===== src/rtl/img_buf_pkg.sv =====
// Shared types and geometry for the image-buffer port arbiter.
package img_buf_pkg;

   localparam int IMG_CH    = 3;
   localparam int IMG_ROWS  = 8;
   localparam int IMG_COLS  = 8;
   localparam int IMG_DEPTH = IMG_CH * IMG_ROWS * IMG_COLS;

   typedef enum logic [1:0] {IDLE, WR_BURST, RD_BURST, RD_DRAIN} arb_state_e;
   typedef enum logic {REQ_WR, REQ_RD} req_e;

endpackage


===== src/rtl/img_buf_rd_lat_pipe.sv =====
// Delay line that tracks issued buffer reads until their data returns.
module img_buf_rd_lat_pipe
   import img_buf_pkg::*;
#(
   parameter int RD_LAT = 2
) (
   input  logic clk,
   input  logic reset,
   input  logic issue_i,
   input  logic last_i,
   output logic valid_o,
   output logic last_o
);

   logic [RD_LAT-1:0] valid_q;
   logic [RD_LAT-1:0] last_q;

   always_ff @(posedge clk or posedge reset) begin
      if (reset) begin
         valid_q <= '0;
         last_q  <= '0;
      end else begin
         valid_q[0] <= issue_i;
         last_q[0]  <= last_i;
         for (int i = 1; i < RD_LAT; i++) begin
            valid_q[i] <= valid_q[i-1];
            last_q[i]  <= last_q[i-1];
         end
      end
   end

   assign valid_o = valid_q[RD_LAT-1];
   assign last_o  = last_q[RD_LAT-1];

endmodule


===== src/rtl/img_buf_port_arbiter.sv =====
// Burst arbiter sharing the single-port image buffer between a writer and a reader.
// Define WR_PRIORITY_EN for fixed writer priority; otherwise round-robin on contention.
module img_buf_port_arbiter
   import img_buf_pkg::*;
#(
   parameter int ADDR_W = 8,
   parameter int DATA_W = 8,
   parameter int DEPTH  = IMG_DEPTH,
   parameter int RD_LAT = 2
) (
   input  logic              clk,
   input  logic              reset,
   input  logic              wr_req,
   input  logic [ADDR_W-1:0] wr_base,
   input  logic [ADDR_W-1:0] wr_len,
   input  logic [DATA_W-1:0] wr_data,
   output logic              wr_gnt,
   output logic              wr_ack,
   output logic              wr_done,
   input  logic              rd_req,
   input  logic [ADDR_W-1:0] rd_base,
   input  logic [ADDR_W-1:0] rd_len,
   output logic              rd_gnt,
   output logic [DATA_W-1:0] rd_data,
   output logic              rd_valid,
   output logic              rd_done,
   output logic              mem_en,
   output logic              mem_we,
   output logic [ADDR_W-1:0] mem_addr,
   output logic [DATA_W-1:0] mem_wdata,
   input  logic [DATA_W-1:0] mem_rdata,
   output logic              busy
);

   // state    | meaning
   // IDLE     | no burst; requests evaluated here only
   // WR_BURST | one write word per cycle until the length counter hits zero
   // RD_BURST | one read address per cycle until the length counter hits zero
   // RD_DRAIN | waiting for the last read word to come back

   localparam logic [ADDR_W-1:0] LAST_ADDR = ADDR_W'(DEPTH - 1);

   arb_state_e        state_q;
   logic [ADDR_W-1:0] cnt_q;
   logic [ADDR_W-1:0] mem_addr_q;
   logic              wr_gnt_q, wr_ack_q, wr_done_q, rd_gnt_q;
   logic              mem_en_q, mem_we_q, busy_q;
   logic              wr_ok, rd_ok, pick_wr, pick_rd, rd_last_issue;

   assign wr_ok = wr_req && (wr_base <= LAST_ADDR);
   assign rd_ok = rd_req && (rd_base <= LAST_ADDR);

`ifdef WR_PRIORITY_EN
   assign pick_wr = wr_ok;
`else
   req_e last_gnt_q;
   assign pick_wr = wr_ok && (!rd_ok || (last_gnt_q == REQ_RD));
`endif
   assign pick_rd = rd_ok && !pick_wr;

   function automatic logic [ADDR_W-1:0] addr_inc(input logic [ADDR_W-1:0] a);
      return (a == LAST_ADDR) ? '0 : a + 1'b1;
   endfunction

   always_ff @(posedge clk or posedge reset) begin
      if (reset) begin
         state_q    <= IDLE;
         cnt_q      <= '0;
         mem_addr_q <= '0;
         mem_en_q   <= 1'b0;
         mem_we_q   <= 1'b0;
         wr_gnt_q   <= 1'b0;
         wr_ack_q   <= 1'b0;
         wr_done_q  <= 1'b0;
         rd_gnt_q   <= 1'b0;
         busy_q     <= 1'b0;
`ifndef WR_PRIORITY_EN
         last_gnt_q <= REQ_RD;
`endif
      end else begin
         case (state_q)
            IDLE: begin
               if (pick_wr || pick_rd) begin
                  state_q    <= pick_wr ? WR_BURST : RD_BURST;
                  cnt_q      <= pick_wr ? wr_len : rd_len;
                  mem_addr_q <= pick_wr ? wr_base : rd_base;
                  mem_en_q   <= 1'b1;
                  mem_we_q   <= pick_wr;
                  wr_gnt_q   <= pick_wr;
                  wr_ack_q   <= pick_wr;
                  wr_done_q  <= pick_wr && (wr_len == '0);
                  rd_gnt_q   <= pick_rd;
                  busy_q     <= 1'b1;
`ifndef WR_PRIORITY_EN
                  last_gnt_q <= pick_wr ? REQ_WR : REQ_RD;
`endif
               end
            end
            WR_BURST: begin
               if (cnt_q == '0) begin
                  state_q    <= IDLE;
                  mem_addr_q <= '0;
                  mem_en_q   <= 1'b0;
                  mem_we_q   <= 1'b0;
                  wr_gnt_q   <= 1'b0;
                  wr_ack_q   <= 1'b0;
                  wr_done_q  <= 1'b0;
                  busy_q     <= 1'b0;
               end else begin
                  cnt_q      <= cnt_q - 1'b1;
                  mem_addr_q <= addr_inc(mem_addr_q);
                  wr_done_q  <= (cnt_q == ADDR_W'(1));
               end
            end
            RD_BURST: begin
               if (cnt_q == '0) begin
                  state_q    <= RD_DRAIN;
                  mem_addr_q <= '0;
                  mem_en_q   <= 1'b0;
                  rd_gnt_q   <= 1'b0;
               end else begin
                  cnt_q      <= cnt_q - 1'b1;
                  mem_addr_q <= addr_inc(mem_addr_q);
               end
            end
            RD_DRAIN: begin
               // rd_done is registered, so busy clears the cycle after it
               if (rd_done) begin
                  state_q <= IDLE;
                  busy_q  <= 1'b0;
               end
            end
            default: state_q <= IDLE;
         endcase
      end
   end

   assign rd_last_issue = rd_gnt_q && (cnt_q == '0);

   img_buf_rd_lat_pipe #(.RD_LAT(RD_LAT)) u_rd_lat_pipe (
      .clk     (clk),
      .reset   (reset),
      .issue_i (rd_gnt_q),
      .last_i  (rd_last_issue),
      .valid_o (rd_valid),
      .last_o  (rd_done)
   );

   assign wr_gnt    = wr_gnt_q;
   assign wr_ack    = wr_ack_q;
   assign wr_done   = wr_done_q;
   assign rd_gnt    = rd_gnt_q;
   assign mem_en    = mem_en_q;
   assign mem_we    = mem_we_q;
   assign mem_addr  = mem_addr_q;
   assign busy      = busy_q;
   assign mem_wdata = mem_we_q ? wr_data : '0;
   assign rd_data   = mem_rdata;

endmodule


===== config.mk =====
export PLATFORM = sky130hd
export DESIGN_NAME = img_buf_port_arbiter
export DESIGN_NICKNAME = d
export VERILOG_FILES = /design/src/rtl/img_buf_pkg.sv /design/src/rtl/img_buf_rd_lat_pipe.sv /design/src/rtl/img_buf_port_arbiter.sv
export SDC_FILE = /design/constraint.sdc
export NUM_CORES = 1
export LEC_CHECK = 0
export ABC_AREA = 1
export BUFFER_PORTS_ARGS = -buffer_cell sky130_fd_sc_hd__buf_2
export CAP_MARGIN = 20
export CELL_PAD_IN_SITES_DETAIL_PLACEMENT = 0
export CELL_PAD_IN_SITES_GLOBAL_PLACEMENT = 1
export CORE_ASPECT_RATIO = 0.5
export CORE_MARGIN = 5
export CORE_UTILIZATION = 36
export CTS_CLUSTER_SIZE = 12
export DETAILED_ROUTE_END_ITERATION = 7
export MAX_ROUTING_LAYER = met4
export PLACE_DENSITY_LB_ADDON = 0.08
export SYNTH_ARGS = -nofsm -noshare
export SYNTH_HDL_FRONTEND = slang
export SYNTH_HIERARCHICAL = 1
export SYNTH_SLANG_ARGS = --single-unit

===== constraint.sdc =====
create_clock -name clk -period 3.5 [get_ports clk]
set_input_delay 0.7 -clock clk [delete_from_list [all_inputs] [get_ports clk]]
set_output_delay 0.7 -clock clk [all_outputs]
set_load 0.03 [all_outputs]

; ---- Word-level counts from Yosys, hierarchy flattened
; Cells that the tools add are included.
[totals]
reg_bits = 28
input_bits = 52
out_inout_bits = 33
wordCells = 82
[classes]
n_addsub = 2
n_lt_le_gt_ge = 2
eq_ne = 11
muxes = 29
reduce_logical = 27
[op_table]
columns = operator, count
row1 = $mux 8, 8
row2 = $pmux 8 s2, 2
row3 = $le 8x8->1 const B, 2
row4 = $logic_not 8->1, 2
row5 = $reduce_and 3->1, 4
row6 = $mux 2, 5
row7 = $add 8x1->8 const B, 1
row8 = $eq 8x1->1 const B, 1
row9 = $eq 8x8->1 const B, 1
row10 = $mux 1, 8
row11 = $ne 2x2->1 const B, 4
row12 = $pmux 1 s2, 4
row13 = $pmux 2 s4, 1
row14 = $reduce_and 4->1, 2
row15 = $sub 8x1->8 const B, 1
row16 = $logic_and 1x1->1, 6
row17 = $reduce_and 2->1, 3
row18 = $reduce_bool 2->1, 3
row19 = $eq 2x2->1 const B, 2
row20 = $ne 2x1->1 const B, 2
row21 = $pmux 1 s3, 1
row22 = $reduce_bool 3->1, 1
row23 = $eq 2x1->1 const B, 1
row24 = $logic_not 1->1, 2
row25 = 3 further kinds, 4

; ---- Logic depth before layout (Yosys ltp)
; Gate-level depths: netlist of the first run.
[depth]
word_depth = 10
ltp_mapped = 10
ltp_nobuf = 10

; ---- Cells and area by module
; The synthesis of the first run kept the hierarchy.
[modules_own_cells]
columns = mod, instances, cells_per_inst, area_per_inst_um2, seq_area_each_um2
row1 = img_buf_port_arbiter, 1, 341, 2124.5, 601.8
row2 = img_buf_rd_lat_pipe, 1, 5, 103.8, 100.1

; ---- Least setup slack after synthesis of the first run
; Ideal clock, no wire load.
[synth_timing]
kind = register to output
startpoint = register mem_we_q (netlist: mem_we)
endpoint = output port mem_wdata[0]
arrival_ns = 1.073
path_slack_ns = 1.727
path_stages_with_launch = 4
n_path_buf = 1
cell_sequence = dfrtp_1 -> clkbuf_1 -> nand2_1 -> inv_1
[synth_via]
elab_chain_len = 1
[synth_rtl]
columns = element, line_no
row1 = from (decl), img_buf_port_arbiter.sv:47  ; logic mem_en_q, mem_we_q, busy_q;
row2 = from (signal assigned), img_buf_port_arbiter.sv:88  ; mem_we_q <= pick_wr;
row3 = $mux 8, img_buf_port_arbiter.sv:157  ; assign mem_wdata = mem_we_q ? wr_data : '0;
row4 = to (decl), img_buf_port_arbiter.sv:30  ; output logic [DATA_W-1:0] mem_wdata,
; Every way passes these cells.

; ---- Worst setup path after layout of the first run
[layout_timing]
startpoint = register state_q[0]
endpoint = register cnt_q[6]
[layout_via]
elab_chain_len = 4
elab_cells_between_ends = 9
[layout_rtl]
columns = element, line_no
row1 = from (decl), img_buf_port_arbiter.sv:43  ; arb_state_e state_q;
row2 = from (signal assigned), img_buf_port_arbiter.sv:84  ; state_q <= pick_wr ? WR_BURST : RD_BURST;
row3 = $eq 2x2->1 / $eq 2x1->1 (equally long branches), img_buf_port_arbiter.sv:81  ; case (state_q)
row4 = $reduce_or 2->1 (no source line), -
row5 = $ne 2x2->1 (no source line) / $reduce_bool 2->1 (equally long branches), -
row6 = $reduce_and 3->1 (no source line), -
row7 = to (signal assigned), img_buf_port_arbiter.sv:85  ; cnt_q <= pick_wr ? wr_len : rd_len;
row8 = to (signal assigned), img_buf_port_arbiter.sv:110  ; cnt_q <= cnt_q - 1'b1;
row9 = to (signal assigned), img_buf_port_arbiter.sv:122  ; cnt_q <= cnt_q - 1'b1;
row10 = to (decl), img_buf_port_arbiter.sv:44  ; logic [ADDR_W-1:0] cnt_q;
; Parallel ways exist; a longest one is shown, timed or not.
; A chain may end at the register's enable or synchronous reset.

==> results of run 1 <==
==> routing by layer <==
layer | track usage [%] | vias up | wire [microns]
met5 | - | - | 0
met4 | 2.23 | 0 | 23
met3 | 3.44 | 6 | 363
met2 | 25.1 | 50 | 2590
met1 | 19.2 | 1003 | 2750
li1 | - | 1167 | -
==> state kept, by name, summed over array words and instances (netlist names) <==
name / cells
busy: 1
cnt_q: 8
last_gnt_q: 1
mem_addr: 8
mem_en: 1
mem_we: 1
rd_gnt: 1
state_q: 2
u_rd_lat_pipe/last_q: 2
u_rd_lat_pipe/valid_q: 2
wr_done: 1
==> where the power goes <==
group / switching [mW] / internal (mW)
Combinational: 0.0444 / 0.0349
Sequential: 0 / 0.323
Clock: 0.115 / 0.228
==> worst max path at each step <==
stage,from,to,slack (ps),cells past startpoint
floorplan,mem_we,mem_wdata[0],1730,3
global placement,state_q[0],cnt_q[6],920,9
detailed placement,state_q[0],cnt_q[6],820,9
CTS,state_q[0],cnt_q[6],820,9
global route,state_q[0],cnt_q[6],540,9
finish,state_q[0],cnt_q[6],880,9
==> stage by stage <==
step                      std cells  instance area (sq um)
after CTS                       489                   2670
after global routing            490                   2700
final                           490                   2700
after floorplan                 346                   2230
after detailed placement        485                   2570
after global placement          485                   2570
==> cell type report <==
class,instances,share of cell area [%]
Clock buffer,3,2.78
Multi-Input combinational cell,245,44.6
Sequential cell,28,26.0
Clock inverter,1,1.11
Tap cell,88,4.08
Inverter,56,7.79
Timing Repair Buffer,69,13.6
==> kinds of logic (layout without fill, tap and decap cells) <==
logic type / after synthesis / after routing / share of synthesized area, %
AOI/OAI and AO/OA: 31 / 31 / 8.03
xor gates and xnor gates: 1 / 1 / 0.393
adders and majority gates: 10 / 10 / 5.61
buffers and inverters: 73 / 129 / 14.5
DFF: 28 / 28 / 31.5
and+or+nand+nor: 203 / 203 / 40.0
==> critical path: cells and delay by family, from the launching register on <==
family,cells,cell delay [ps]
AND/OR/NAND/NOR,4,340
adder cells (fa/ha/maj),1,620
flip-flops,1,380
buffers and inverters,3,550
AO/OA/AOI/OAI,1,620
==> layout by cell type (no fill, tap or decap) <==
| cell type | n |
|---|---|
| nor2_8 | 1 |
| a21oi_1 | 3 |
| bufinv_16 | 1 |
| o21ai_1 | 10 |
| xnor2_1 | 1 |
| dfstp_2 | 1 |
| inv_2 | 4 |
| clkbuf_16 | 3 |
| nand4_1 | 8 |
| or2_2 | 1 |
| a31oi_1 | 1 |
| nor2_4 | 2 |
| ha_1 | 10 |
| nand3_1 | 23 |
| o211ai_1 | 4 |
| nand3b_1 | 4 |
| nor2_1 | 29 |
| inv_1 | 52 |
| a21oi_2 | 1 |
| nor3_1 | 1 |
| nand2_1 | 124 |
| nand2_2 | 6 |
| dfrtp_1 | 27 |
| buf_16 | 1 |
| o21ai_0 | 9 |
| nand2_4 | 1 |
| o21bai_1 | 2 |
| buf_2 | 68 |
| nor2_2 | 3 |
| o21ai_2 | 1 |
==> reports/metrics.yaml, run 1 <==
outcome:
  status: "finished, final reports clean"
yosys:
  syn_avg_cell_area_sq_um: 6.44
  synth_ff_type: "dfrtp_1"
  synth_async_sr_flop_share_pct: 100
  synth_nets: 408
  yosys.area.top_type_share_pct: 30.3
  syn_inst: 346
  yosysWarnings: 6
  synth.most_common_cell: "nand2_1"
  yosys-top-cells-count: "nand2_1 (124), inv_1 (52), nor2_1 (29)"
  yosysSeqAreaShare_pct: 31.5
  synth_edf_count: 0
  yosysTopAreaCell: "dfrtp_1"
  ys_ff_latch: 28
  ys_top_cells_by_area: "dfrtp_1 (30%), nand2_1 (21%), inv_1 (8.8%)"
  synth_cell_types: 29
  netlist_area_sq_um: 2230
grt:
  grt_overflow: 0
  grt_pass1_vias: 2069
  grt.total_usage_pct: 15.0
  antenna_found_initial: 0
  grt_pass1_wl_mm: 9.36
  grt_max_degree: 28
power_and_ir_drop:
  power_density_nw_per_um2: 276
  leakage_nw: 1.59
  vdd_drop_max_mv: 0.175
  power.total_mw: 0.746
critical_path:
  cp_cell_sequence: "inv_1 -> ha_1 -> inv_2 -> o21ai_2 -> nand2_4 -> inv_2 -> nand2_1 -> nand2_1 -> nand2_1"
  crit_top_cell: "nand2_1"
  arrival_ps: 2780
  cp-end-kind: "flop"
  start_kind: "flop"
  worstRegToRegCells: 9
  cp_slowest_cell: "ha_1"
  critPathMaxStageDelay_ps: 620
  r2r_slack_ps: 880
  worstSetupPathType: "reg2reg"
  r2r_start: "state_q[0]"
  crit_fanout: 20
  worstPathRequired_ps: 3660
  reg2reg_to: "cnt_q[6]"
cts:
  holdBufCountCts: 0
  cts_buffer_depth: 2
  root_buffer: "clkbuf_16"
  cts_buffers: 3
  post_cts_buffers: 0
  clock_latency_ps: 270
  cts_resized: 0
  cts.sinks: 28
  clkTransAtPathRegs_ps: 70
  htreeDepth: 1
  cts_tree: "done"
route:
  vias: 2226
  drtIter0Drc: 76
  avgViaCountPerCell: 4.54
  ant_nets: 0
  routedWlPerCell_microns: 11.7
  wl_mm: 5.73
  drc: 0
  first_pass_iters: 4
timing:
  max-slew-margin-rel_pct: 53.5
  setup_slack_ps: 884
  setup_violations: 0
  fin_setup_tns_ps: 0
  fin_skew_ps: 3.99
  min_period_ps: 2620
  fmax_mhz: 382
  rsz0062_at_grt: "no"
  tightestPinTransition_ps: 698
  finalMaxSlewViolations: 0
  whs_ps: 310
  min_period_over_period_pct: 74.7
  finalHoldViolCount: 0
flow_run:
  max_cap_violations: 0
cells_and_area:
  nNetsFinal: 465
  fillers: 634
  regArea_sq_um: 702
  multi_input_area_sq_um: 1200
  diodes: 0
  final_util_pct: 44.8
  flow.area_growth_from_synthesis_pct: 21.1
  drive_gt1_share_pct: 23.4
die:
  start_util_pct: 37.0
  dieArea_sq_um: 7960
  rows: 20
  chipWidth_microns: 121
  die_y_microns: 65.6
  io-pin-count: 85
  core_sq_um: 6030
placed_design:
  place_ws_ps: 820
  place.gp.congestion: 0.823
  portBuffers: 68
  dp_hpwl_mm: 4.66
min_path:
  hold_path_class: "in2async"
No activity file was read; power rests on OpenSTA's default activity.
==> run 2, diff against run 1 <==
--- a/config.mk
+++ b/config.mk
@@ -5,14 +5,14 @@
 export SDC_FILE = /design/constraint.sdc
 export NUM_CORES = 1
 export LEC_CHECK = 0
-export ABC_AREA = 1
+export ABC_AREA = 0
 export BUFFER_PORTS_ARGS = -buffer_cell sky130_fd_sc_hd__buf_2
 export CAP_MARGIN = 20
 export CELL_PAD_IN_SITES_DETAIL_PLACEMENT = 0
 export CELL_PAD_IN_SITES_GLOBAL_PLACEMENT = 1
 export CORE_ASPECT_RATIO = 0.5
 export CORE_MARGIN = 5
-export CORE_UTILIZATION = 36
+export CORE_UTILIZATION = 35
 export CTS_CLUSTER_SIZE = 12
 export DETAILED_ROUTE_END_ITERATION = 7
 export MAX_ROUTING_LAYER = met4
==> constraint.sdc (replaced) <==
create_clock -name clk -period 2.7 [get_ports clk]
set_input_delay 0.54 -clock clk [delete_from_list [all_inputs] [get_ports clk]]
set_output_delay 0.54 -clock clk [all_outputs]
set_load 0.03 [all_outputs]
==> reports/metrics.yaml, run 2 <==
outcome:
  status: "finished, final reports clean"  # unchanged
grt:
  grt_pass1_wl_mm: 9.67  # was 9.36 mm
  antenna_found_initial: 0  # unchanged
  grt.total_usage_pct: 15.9  # was 15.0%
  grt.met3_usage_pct: 3.56  # was 3.44%
  grt_overflow: 0  # unchanged
  grt_pass1_vias: 1923  # was 2,069
  grt_max_degree: 27  # was 28
  globalRoute.busiestLayer: "met2"  # unchanged
  grt_util_met1_pct: 20.4  # was 19.2%
  globalRouteMet2Util_pct: 25.9  # was 25.1%
cts:
  post_cts_buffers: 0  # unchanged
  cts_buffer_depth: 2  # unchanged
  htreeDepth: 1  # unchanged
  cts.sinks: 28  # unchanged
  root_buffer: "clkbuf_16"  # unchanged
  holdBufCountCts: 0  # unchanged
  cts_resized: 0  # unchanged
  cts_tree: "done"  # unchanged
  clkTransAtPathRegs_ps: 70  # about the same
  cts_buffers: 3  # unchanged
  clock_latency_ps: 260  # was 270 ps
yosys:
  synth_async_sr_flop_share_pct: 100  # unchanged
  synth-simple-area-share_pct: 17.8  # was 40.0%
  yosysSeqAreaShare_pct: 33.8  # was 31.5%
  synth_ff_type: "dfrtp_1"  # unchanged
  yosys.area.top_type_share_pct: 32.5  # was 30.3%
  yosysTopAreaCell: "dfrtp_1"  # unchanged
  synthXorXnorAreaFrac_pct: 0  # was 0.393%
  synth_edf_count: 0  # unchanged
  ys_top_cells_by_area: "dfrtp_1 (33%), ha_1 (6.0%), mux2i_1 (5.8%)"  # was dfrtp_1 (30%), nand2_1 (21%), inv_1 (8.8%)
  synth_cell_types: 49  # was 29
  netlist_area_sq_um: 2080  # was 2230 sq um
  syn_inst: 225  # was 346
  synthAdderAreaFrac_pct: 6.02  # was 5.61%
  yosysWarnings: 6  # unchanged
  muxShareOfSynthArea_pct: 11.0  # was 0%
  syn_avg_cell_area_sq_um: 9.24  # was 6.44 sq um
  synth.most_common_cell: "dfrtp_1"  # was nand2_1
  synth-compound-area-share_pct: 23.5  # was 8.03%
  yosys-top-cells-count: "dfrtp_1 (27), nand2_1 (17), o21ai_0 (17)"  # was nand2_1 (124), inv_1 (52), nor2_1 (29)
  ys_ff_latch: 28  # unchanged
  synth_nets: 287  # was 408
  synth_top_family_by_area: "compound AO/OA/AOI/OAI gates"  # was simple AND/OR/NAND/NOR gates
flow_run:
  max_cap_violations: 0  # unchanged
power_and_ir_drop:
  leakage_nw: 1.25  # was 1.59 nW
  power_density_nw_per_um2: 1320  # was 276 nW/um^2
  power.total_mw: 3.36  # was 0.746 mW
  vdd_drop_max_mv: 0.583  # was 0.175 mV
cells_and_area:
  drive_gt1_share_pct: 33.5  # was 23.4%
  nNetsFinal: 347  # was 465
  diodes: 0  # unchanged
  fillers: 541  # was 634
  flow.area_growth_from_synthesis_pct: 22.7  # was 21.1%
  final_cell_mix: "buf_2 (68), dfrtp_1 (27), nand2_1 (17), o21ai_0 (17), inv_1 (13)"  # was nand2_1 (124), buf_2 (68), inv_1 (52), nor2_1 (29), dfrtp_1 (27)
  final_common_cell: "buf_2"  # was nand2_1
route:
  ant_nets: 0  # unchanged
  routedWlPerCell_microns: 16.1  # was 11.7 microns
  wl_mm: 5.76  # was 5.73 mm
  drtIter0Drc: 95  # was 76
  drc: 0  # unchanged
  vias: 1954  # was 2,226
  avgViaCountPerCell: 5.47  # was 4.54
  first_pass_iters: 4  # unchanged
placed_design:
  dp_hpwl_mm: 4.54  # was 4.66 mm
  place.gp.congestion: 0.792  # was 0.823
  portBuffers: 68  # unchanged
min_path:
  hold_path_class: "in2async"  # unchanged
critical_path:
  arrival_ps: 2520  # was 2780 ps
  crit_fanout: 13  # was 20
  worstPathRequired_ps: 2890  # was 3660 ps
  cp-end-kind: "flop"  # unchanged
  start_kind: "flop"  # unchanged
  worstSetupPathType: "reg2reg"  # unchanged
timing:
  rsz0062_at_grt: "no"  # unchanged
  min_period_over_period_pct: 86.6  # was 74.7%
  finalHoldViolCount: 0  # unchanged
  fin_setup_tns_ps: 0  # unchanged
  setup_violations: 0  # unchanged
  tightestPinTransition_ps: 550  # was 698 ps
  fmax_mhz: 428  # was 382 MHz
  min_period_ps: 2340  # was 2620 ps
  max-slew-margin-rel_pct: 63.2  # was 53.5%
  finalMaxSlewViolations: 0  # unchanged
  fin_skew_ps: 1.00  # was 3.99 ps
die:
  core_sq_um: 5610  # was 6030 sq um
  io-pin-count: 85  # unchanged
  die_y_microns: 64.5  # was 65.6 microns
  rows: 19  # was 20
  chipWidth_microns: 119  # was 121 microns
  start_util_pct: 37.0  # about the same
  dieArea_sq_um: 7670  # was 7960 sq um
[run 2: per-stage QoR]
stage / setup WS (ps) / instance area, sq um / hold slack [ps] / util [%] / instances
5_1_grt: 127 / 2550 / 162 / 45.5 / 357
3_3_place_gp: 390 / 2440 / 332 / 43.6 / 353
6_report: 363 / 2550 / 151 / 45.5 / 357
2_1_floorplan: 756 / 2080 / 306 / - / 225
4_1_cts: 358 / 2550 / 148 / 45.5 / 357
3_5_place_dp: 334 / 2440 / 335 / 43.6 / 353
[run 2: power by group]
group | internal [mW] | leakage, nW | switching (mW)
Combinational | 0.833 | 0.865 | 1.20
Sequential | 0.630 | 0.335 | 0.246
Clock | 0.296 | 0.0511 | 0.151
Total | 1.76 | 1.25 | 1.60
[run 2: layer usage]
metal | up-vias | routed length, microns
li1 | 938 | -
met1 | 929 | 2600
met2 | 77 | 2670
met3 | 10 | 418
met4 | 0 | 69
met5 | - | 0
[run 2: worst paths after layout]
path                                     startpoint                  endpoint  slack (ps)  depth (start not counted)
setup / recovery                         state_q[0]               mem_addr[7]         360                          7
hold / removal                                reset   u_rd_lat_pipe/last_q[1]         150                          2
setup reg to reg                         state_q[0]               mem_addr[7]         360                          7
hold reg to reg            u_rd_lat_pipe/valid_q[0]  u_rd_lat_pipe/valid_q[1]         350                          0
max in group asynchronous                     reset                last_gnt_q        2070                          3
min in group clk           u_rd_lat_pipe/valid_q[0]  u_rd_lat_pipe/valid_q[1]         350                          0
[run 2: critical path, cell delays in order, from the launching register on]
cell and delay, ps:
dfrtp_1 410, inv_1 130, ha_1 430, or2_2 210
o31a_1 410, nand3_1 200, or3_1 370, o211ai_1 80
[run 2: kinds of logic after synthesis]
group,Yosys count
adder cells (fa/ha/maj),10
AO/OA/AOI/OAI,67
buffers and inverters,31
flip-flops,28
AND/OR/NAND/NOR,68
multiplexers,21
[run 2: area by class of cell]
type	count	area [sq um]	area share, %
Tap cell	73	91.3	3.58
Timing Repair Buffer	73	390	15.3
Inverter	13	48.8	1.91
Clock inverter	1	30.0	1.18
Clock buffer	3	75.1	2.94
Sequential cell	28	702	27.5
Multi-Input combinational cell	166	1210	47.5
==> run 3, diff against run 2 <==
--- a/config.mk
+++ b/config.mk
@@ -16,7 +16,7 @@
 export CTS_CLUSTER_SIZE = 12
 export DETAILED_ROUTE_END_ITERATION = 7
 export MAX_ROUTING_LAYER = met4
-export PLACE_DENSITY_LB_ADDON = 0.08
+export PLACE_DENSITY_LB_ADDON = 0.15
 export SYNTH_ARGS = -nofsm -noshare
 export SYNTH_HDL_FRONTEND = slang
 export SYNTH_HIERARCHICAL = 1
==> reports/metrics.yaml, run 3 (synthesis gave the netlist of run 2 again) <==
critical_path:
  cp_cell_sequence: "inv_1 -> ha_1 -> or2_2 -> o31a_1 -> nand3_1 -> or3_1 -> o211ai_1"  # unchanged
  worstPathRequired_ps: 2890  # about the same
  start_kind: "flop"  # unchanged
  cp_top_family: "simple AND/OR/NAND/NOR gates"  # unchanged
  critPathMaxStageDelay_ps: 440  # was 430 ps
  r2r_start: "state_q[0]"  # unchanged
  path_buf_inv: 1  # unchanged
  cp-startpoint: "state_q[0]"  # unchanged
  cp_num_cells: 7  # unchanged
  worstRegToRegCells: 7  # unchanged
  worstSetupPathType: "reg2reg"  # unchanged
  cp_slowest_cell: "ha_1"  # unchanged
  arrival_ps: 2600  # was 2520 ps
  crit_fanout: 13  # unchanged
  cp-end-kind: "flop"  # unchanged
cells_and_area:
  final_util_pct: 45.6  # was 45.5%
  flow.area_growth_from_synthesis_pct: 23.2  # was 22.7%
  final_cell_mix: "buf_2 (68), dfrtp_1 (27), nand2_1 (17), o21ai_0 (17), inv_1 (13)"  # unchanged
  final_common_cell: "buf_2"  # unchanged
  diodes: 0  # unchanged
  nNetsFinal: 350  # was 347
  fin_area_sq_um: 2560  # was 2550 sq um
  finalNonFillerCells: 360  # was 357
  drive_gt1_share_pct: 34.1  # was 33.5%
timing:
  tightestPinTransition_ps: 607  # was 550 ps
  rsz0062_at_grt: "no"  # unchanged
  min_period_over_period_pct: 89.3  # was 86.6%
  max-slew-margin-rel_pct: 59.4  # was 63.2%
  fin_skew_ps: 5.40  # was 1.00 ps
  finalHoldViolCount: 0  # unchanged
  finalMaxSlewViolations: 0  # unchanged
  whs_ps: 152  # was 151 ps
  min_period_ps: 2410  # was 2340 ps
  setup_slack_ps: 288  # was 363 ps
  setup_violations: 0  # unchanged
  fin_setup_tns_ps: 0  # unchanged
  fmax_mhz: 415  # was 428 MHz
route:
  vias: 1934  # was 1,954
  drc: 0  # unchanged
  drtIter0Drc: 97  # was 95
  avgViaCountPerCell: 5.37  # was 5.47
  first_pass_iters: 4  # unchanged
  wl_mm: 5.60  # was 5.76 mm
  ant_nets: 0  # unchanged
  routedWlPerCell_microns: 15.6  # was 16.1 microns
min_path:
  hold_path_class: "in2async"  # unchanged
placed_design:
  dp_hpwl_mm: 4.36  # was 4.54 mm
  post_dp_cell_area_sq_um: 2450  # was 2440 sq um
  portBuffers: 68  # unchanged
  place_ws_ps: 296  # was 334 ps
  placedCellCount: 356  # was 353
  place.gp.congestion: 0.846  # was 0.792
flow_run:
  max_cap_violations: 0  # unchanged
grt:
  globalRoute.busiestLayer: "met1"  # was met2
  grt_max_degree: 26  # was 27
  antenna_found_initial: 0  # unchanged
  grt.met3_usage_pct: 3.30  # was 3.56%
  grt_overflow: 0  # unchanged
  grt.total_usage_pct: 14.8  # was 15.9%
  grt_pass1_wl_mm: 9.09  # was 9.67 mm
  globalRouteMet2Util_pct: 21.3  # was 25.9%
  grt_util_met1_pct: 21.4  # was 20.4%
  grt_pass1_vias: 1859  # was 1,923
die:
  die_y_microns: 64.5  # unchanged
  io-pin-count: 85  # unchanged
  chipWidth_microns: 119  # unchanged
  core_sq_um: 5610  # unchanged
  dieArea_sq_um: 7670  # unchanged
  start_util_pct: 37.0  # unchanged
  rows: 19  # unchanged
cts:
  root_buffer: "clkbuf_16"  # unchanged
  clkTransAtPathRegs_ps: 70  # about the same
  cts_buffer_depth: 2  # unchanged
  cts_resized: 0  # unchanged
  holdBufCountCts: 0  # unchanged
  cts_buffers: 3  # unchanged
  cts_tree: "done"  # unchanged
  htreeDepth: 1  # unchanged
  cts.sinks: 28  # unchanged
  clock_latency_ps: 270  # was 260 ps
  post_cts_buffers: 0  # unchanged
outcome:
  status: "finished, final reports clean"  # unchanged
power_and_ir_drop:
  leakage_nw: 1.26  # was 1.25 nW
  vdd_drop_max_mv: 0.543  # was 0.583 mV
  power_density_nw_per_um2: 1330  # was 1320 nW/um^2
  power.total_mw: 3.41  # was 3.36 mW
run 3: worst register-to-register path, delay by kind of cell, from the launching register on:
| family | cells | cell delay, ps |
|---|---|---|
| compound gates | 2 | 520 |
| fa+ha+maj | 1 | 440 |
| buf+inv | 1 | 140 |
| flops | 1 | 410 |
| simple gates | 3 | 810 |
run 3: worst paths after layout:
check	endpoint	slack, ps
max	mem_addr[7]	290
min	u_rd_lat_pipe/valid_q[0]	150
max reg2reg	mem_addr[7]	290
min reg2reg	u_rd_lat_pipe/last_q[1]	350
max in group asynchronous	last_gnt_q	2070
min in group clk	u_rd_lat_pipe/last_q[1]	350
run 3: area by class of cell:
cell class / count / area, sq um
clock inverter: 1 / 30.0
tap: 73 / 91.3
fill: 554 / 3050
inverter: 13 / 48.8
sequential: 28 / 702
multi-input combinational: 166 / 1210
clock buffer: 3 / 75.1
timing repair buffer: 76 / 400
run 3: routing by layer:
| layer | wire length, microns | share of wire (%) |
|---|---|---|
| met1 | 2860 | 51 |
| met2 | 2330 | 42 |
| met3 | 358 | 6.4 |
| met4 | 51 | 0.91 |
| met5 | 0 | 0 |
run 3: power by group:
group	total (mW)	internal (mW)	leakage (nW)	switching (mW)
registers	0.871	0.630	0.335	0.242
logic	2.09	0.858	0.874	1.23
clock network	0.447	0.296	0.0511	0.152
